[src/rtl/sprite_line_fetcher.sv]
// Per-scanline sprite scheduler: clears a line buffer, then overlays the matching ROM row
// of every character that overlaps the line (pacman lowest priority, blinky on top).
module sprite_line_fetcher #(
  parameter int LB_W   = 224,
  parameter int SPR_SZ = 16,
  parameter int PIX_W  = 4
) (
  input  logic                    i_clk,
  input  logic                    i_rst,
  input  logic                    i_start,
  input  logic [9:0]              i_line,
  input  logic [9:0]              i_pacman_x,
  input  logic [9:0]              i_pacman_y,
  input  logic [9:0]              i_blinky_x,
  input  logic [9:0]              i_blinky_y,
  input  logic [9:0]              i_pinky_x,
  input  logic [9:0]              i_pinky_y,
  input  logic [9:0]              i_inky_x,
  input  logic [9:0]              i_inky_y,
  input  logic [9:0]              i_clyde_x,
  input  logic [9:0]              i_clyde_y,
  output logic                    o_rom_req,
  output logic [6:0]              o_rom_addr,
  input  logic                    i_rom_valid,
  input  logic [SPR_SZ*PIX_W-1:0] i_rom_data,
  output logic                    o_lb_we,
  output logic [7:0]              o_lb_addr,
  output logic [PIX_W-1:0]        o_lb_data,
  output logic                    o_busy,
  output logic                    o_done,
  output logic                    o_overrun
);
  localparam logic [2:0] S_IDLE  = 3'd0;
  localparam logic [2:0] S_CLEAR = 3'd1;
  localparam logic [2:0] S_CHECK = 3'd2;
  localparam logic [2:0] S_REQ   = 3'd3;
  localparam logic [2:0] S_WRITE = 3'd4;
  localparam logic [2:0] S_DONE  = 3'd5;
  localparam logic [7:0]  LAST_COL = 8'(LB_W - 1);
  localparam logic [10:0] LB_COLS  = 11'(LB_W);

  logic [2:0]                    state;
  logic [9:0]                    line_q;
  logic [4:0][9:0]               cx_q, cy_q;   // index = character id (0 pacman, 1..4 blinky..clyde)
  logic [2:0]                    seq;          // service slot, 0 = lowest priority
  logic [2:0]                    chr;
  logic [7:0]                    cnt;
  logic [SPR_SZ-1:0][PIX_W-1:0]  pix_q;
  logic [10:0]                   d, col;
  logic [PIX_W-1:0]              pix;

  // slot 0 is pacman, slots 1..4 walk clyde -> blinky so blinky lands last
  assign chr = (seq == 3'd0) ? 3'd0 : 3'd5 - seq;
  assign d   = {1'b0, line_q} - {1'b0, cx_q[chr]};
  assign col = {1'b0, cy_q[chr]} + {7'd0, cnt[3:0]};
  assign pix = pix_q[cnt[3:0]];

  assign o_rom_req = (state == S_REQ);
  assign o_busy    = (state != S_IDLE) | o_done;

  always_ff @(posedge i_clk or posedge i_rst) begin
    if (i_rst) begin
      state      <= S_IDLE;
      line_q     <= '0;
      cx_q       <= '0;
      cy_q       <= '0;
      seq        <= '0;
      cnt        <= '0;
      pix_q      <= '0;
      o_rom_addr <= '0;
      o_lb_we    <= 1'b0;
      o_lb_addr  <= '0;
      o_lb_data  <= '0;
      o_done     <= 1'b0;
      o_overrun  <= 1'b0;
    end else begin
      o_done    <= 1'b0;
      o_overrun <= i_start & o_busy;
      o_lb_we   <= 1'b0;
      o_lb_addr <= '0;
      o_lb_data <= '0;
      case (state)
        S_IDLE: if (i_start && !o_done) begin
          line_q <= i_line;
          cx_q   <= {i_clyde_x, i_inky_x, i_pinky_x, i_blinky_x, i_pacman_x};
          cy_q   <= {i_clyde_y, i_inky_y, i_pinky_y, i_blinky_y, i_pacman_y};
          cnt    <= '0;
          state  <= S_CLEAR;
        end
        S_CLEAR: begin
          o_lb_we   <= 1'b1;
          o_lb_addr <= cnt;
          if (cnt == LAST_COL) begin
            cnt   <= '0;
            seq   <= '0;
            state <= S_CHECK;
          end else begin
            cnt <= cnt + 8'd1;
          end
        end
        S_CHECK: begin
          if (d < 11'd16) begin
            o_rom_addr <= {chr, d[3:0]};
            state      <= S_REQ;
          end else if (seq == 3'd4) begin
            state <= S_DONE;
          end else begin
            seq <= seq + 3'd1;
          end
        end
        S_REQ: if (i_rom_valid) begin
          pix_q <= i_rom_data;
          cnt   <= '0;
          state <= S_WRITE;
        end
        S_WRITE: begin
          // transparent or clipped pixels still take their cycle
          if (pix != '0 && col < LB_COLS) begin
            o_lb_we   <= 1'b1;
            o_lb_addr <= col[7:0];
            o_lb_data <= pix;
          end
          if (cnt[3:0] == 4'd15) begin
            cnt <= '0;
            if (seq == 3'd4) state <= S_DONE;
            else begin
              seq   <= seq + 3'd1;
              state <= S_CHECK;
            end
          end else begin
            cnt <= cnt + 8'd1;
          end
        end
        S_DONE: begin
          o_done <= 1'b1;
          state  <= S_IDLE;
        end
        default: state <= S_IDLE;
      endcase
    end
  end
endmodule

[config.mk]
export PLATFORM = sky130hd
export DESIGN_NAME = sprite_line_fetcher
export DESIGN_NICKNAME = d
export VERILOG_FILES = /design/src/rtl/sprite_line_fetcher.sv
export SDC_FILE = /design/constraint.sdc
export NUM_CORES = 1
export LEC_CHECK = 0
export BUFFER_PORTS_ARGS = -buffer_cell sky130_fd_sc_hd__buf_2
export CAP_MARGIN = 20
export CORE_AREA = 4 4 167 169
export CTS_BUF_LIST = sky130_fd_sc_hd__clkbuf_16
export DETAILED_ROUTE_END_ITERATION = 7
export DIE_AREA = 0 0 171 173
export GPL_ROUTABILITY_DRIVEN = 1
export HOLD_SLACK_MARGIN = 0.06
export PLACE_DENSITY = 0.7
export SYNTH_ARGS = -nofsm -noshare
export SYNTH_HDL_FRONTEND = slang
export SYNTH_SLANG_ARGS = --single-unit
[constraint.sdc]
create_clock -name i_clk -period 13.5 [get_ports i_clk]
set_input_delay 2.7 -clock i_clk [delete_from_list [all_inputs] [get_ports i_clk]]
set_output_delay 2.7 -clock i_clk [all_outputs]
set_load 0.005 [all_outputs]
==> summary.txt <==
Static Leak - 0.00585 uW
Seq/Total Area, Yosys - 50.4%
Largest area contributor in the netlist - dfrtp_1
Setup CP Type - flip-flop to flip-flop
Syn nets - 1041
EDFF count, synth - 0
Yosys warns - 0
Worst Path Required - 13.89 ns
Crit path max-delay family - simple AND/OR/NAND/NOR gates
Relative slew slack - 33.8%
Vert. Die Dim - 173 um
Core area - 0.0266 sq mm
Register bit total from synthesis - 210
Synth Cell Area - 0.0104 sq mm
Post-DRT Antenna Nets - 0
Std-Cell Rows - 60
Async SR Flop Fraction - 100%
Die Area - 0.0296 sq mm
Final Hold Viols - 0
Final setup vio count - 0
Sw power - 1210 uW
Maximum Capacitance Violations - 0
Skew final - 0.0222 ns
Number of vias in the routed layout - 7285
Clock Latency Late Sink - 0.53 ns
Pin count of the biggest net entering global routing - 130
Clock slew at reported path FFs - 0.06 ns
CTS resizes - 0
Num CTS Buffers - 24
DP Wirelength - 18400 um
Post-layout util - 47.1%
Post-detailed-route via-to-cell ratio - 5.25
Flop pwr share - 34.5%
Clk pwr share - 19.7%
Most used cell, CP - ha_1
Slew @ Worst Pin - 0.992 ns
Post-CTS Setup Inserts - 0
Most used DFF post-synth - dfrtp_1
WL final - 25900 um
Worst EP arrival - 6.29 ns
Placed cell areas - 0.0117 sq mm
Logic pwr share - 45.8%
Post-CTS Hold Fix Bufs - 0
Total track usage - 17.3%
Syn_area_per_cell - 12.4 sq um
DR pass1 iterations - 6
Clk root buf - clkbuf_16
Initial drt markers - 578
Die span in x - 171 um
Crit-path slowest cell - ha_1
WL/cell - 18.7 um
First-pass GRT wire length - 41200 um
Crit. End Element - flip-flop
Max frequency - 170 MHz
Final nets - 1227
Post-route cell area - 0.0125 sq mm
Fin crit share - 43.7%
Residual DRC count - 0
Congestion Overflow GR - 0
H-tree levels - 1
Total I/O pin count - 202
TNS Setup - 0 ns
Internal - 2060 uW
Peak supply drop - 0.123 mV
Status - finished clean
CP cell instances - buf_4 > inv_1 > ha_1 > nand2b_1 > nand2_1 > mux2i_1 > a2111oi_0 > a21oi_1 > ha_1 > a21o_1 > a31o_1 > o211a_1 > or4b_1 > nand3_2 > nand4b_4 > a22o_1 > or3_1
Largest cells by area after synthesis - dfrtp_1 (50%), mux2_2 (20%), mux4_2 (3.5%)
Startpoint types - flip-flop
Share of the synthesized area in the top cell type - 50.4%
Power Density - 261 mW/mm^2
Crit Path Max Fanout - 31
Post-synthesis cell type count - 66
CTS sink cnt - 210
Vias in the first global route - 7608
Initial core utilization - 39.2%
P&R area growth vs syn - 20.0%
Initial antenna violation count - 1
Final WS setup - 7.61 ns
Clock Tree Buf Depth - 3
RSZ-0062 raised after global routing - false
Tightest Hold Check Type - flip-flop to flip-flop
Net Sw Frac - 36.9%
Layout cells sized above 1 - 44.3%
Slowest stage delay, CP - 0.76 ns
Final Slew Violations - 0
ANT cells - 0
Port Buffers - 201
CTS tree - yes
Shortest period the worst path allows - 5.89 ns
Mapped Cells - 843
Pre-CTS WS - 7.67 ns
GP Congestion - 0.889
Crit path buf inv count - 2
==> worst register-to-register path: cells and delay by family (launching register included) <==
| kind | cells | cell delay, ns |
|---|---|---|
| buffers and inverters | 2 | 0.39 |
| muxes | 1 | 0.15 |
| adders and majority gates | 2 | 1.15 |
| DFF | 1 | 0.35 |
| AOI/OAI and AO/OA | 6 | 1.67 |
| and+or+nand+nor | 6 | 2.05 |
==> through the flow <==
step                      cells  total power (uW)  hold WS (ns)
after floorplan             843              2260         0.470
after global placement     1343              2580         0.479
after detailed placement   1343              2620         0.487
after CTS                  1386              3280         0.501
after global routing       1387              3510         0.513
final                      1387              3270         0.493
==> cell usage in the layout (no fill, tap or decap), types with 5 or more instances in the layout <==
cell type,count
xnor2_1,5
nor3_1,10
xor2_1,5
mux2_2,189
clkinv_2,5
nor2b_1,7
buf_2,201
ha_1,18
mux2i_1,18
a22o_1,9
or3_1,5
and3_1,7
a22oi_1,7
clkbuf_16,24
nand3_1,18
a21oi_1,36
o31ai_1,6
a21o_1,10
inv_1,16
and2_1,5
buf_4,9
nand2b_1,12
nor2_1,20
o21ai_0,39
a211oi_1,5
mux4_2,16
nand2_1,62
o21ai_1,6
dfrtp_1,210
==> synth_stat cells (4+ instances only) <==
| cell | n |
|---|---|
| o21ai_0 | 39 |
| o31ai_1 | 6 |
| a22oi_1 | 7 |
| or3_1 | 5 |
| and2_1 | 5 |
| ha_1 | 18 |
| nand2b_1 | 12 |
| nor2b_1 | 7 |
| buf_4 | 5 |
| a21oi_1 | 36 |
| and3_1 | 7 |
| a22o_1 | 9 |
| nor3_1 | 10 |
| a211oi_1 | 5 |
| xnor2_1 | 5 |
| mux2_2 | 189 |
| nand3_1 | 18 |
| dfrtp_1 | 210 |
| clkbuf_1 | 34 |
| nor2_1 | 20 |
| mux2i_1 | 18 |
| a21o_1 | 10 |
| mux4_2 | 16 |
| buf_1 | 4 |
| nand2_1 | 64 |
| inv_1 | 12 |
| xor2_1 | 5 |
| buf_2 | 6 |
| o21ai_1 | 6 |
==> layout make-up <==
type,count,area (sq um)
clock buffers,24,601
flip-flops and latches,210,5260
repair buffers,211,1100
multi-input cells,570,4900
clock inverters,19,179
well taps,341,427
inverters,12,52.6
fillers,2407,14100
==> registers in the layout, summed over array words and instances (netlist names) <==
name and flops:
o_lb_addr 8, pix_q 64, line_q 10, cy_q 50
cx_q 50, cnt 8, o_lb_data 4, seq 3
o_lb_we 1, o_rom_addr 7, o_done 1, o_overrun 1
state 3
==> logic make-up after synthesis <==
logic type	share of synthesized area, %
compound gates	9.91
xor+xnor	0.840
fa+ha+maj	2.54
buf+inv	2.75
flops	50.4
mux	25.6
simple gates	7.99
==> power groups by stage <==
stage	Combinational [uW]	Sequential [uW]	Clock, uW
after global routing	1660	1170	686
after global placement	1450	1120	0
after detailed placement	1490	1130	0
after CTS	1500	1120	659
after floorplan	1230	1030	0
final	1490	1130	645
==> per-layer routing <==
layer,global-route usage (%),vias up,part of all wire [%]
met5,0,-,0.027
met2,27.3,233,46
met4,4.36,2,2.4
met1,23.2,3551,43
li1,-,3461,-
met3,5.49,38,8.3
==> path summary, 6_finish.rpt <==
check                              startpoint            end  slack (ns)  cells after the start
min in group asynchronous               i_rst       cy_q[25]        2.35                      2
max in group asynchronous               i_rst       cx_q[49]        9.95                      4
worst min register to register  o_rom_addr[2]  o_rom_addr[2]        0.49                      2
worst max register to register         seq[1]         seq[2]        7.61                     17
worst min-delay path            o_rom_addr[2]  o_rom_addr[2]        0.49                      2
worst max-delay path                   seq[1]         seq[2]        7.61                     17
(Power assumes the default switching activity.)
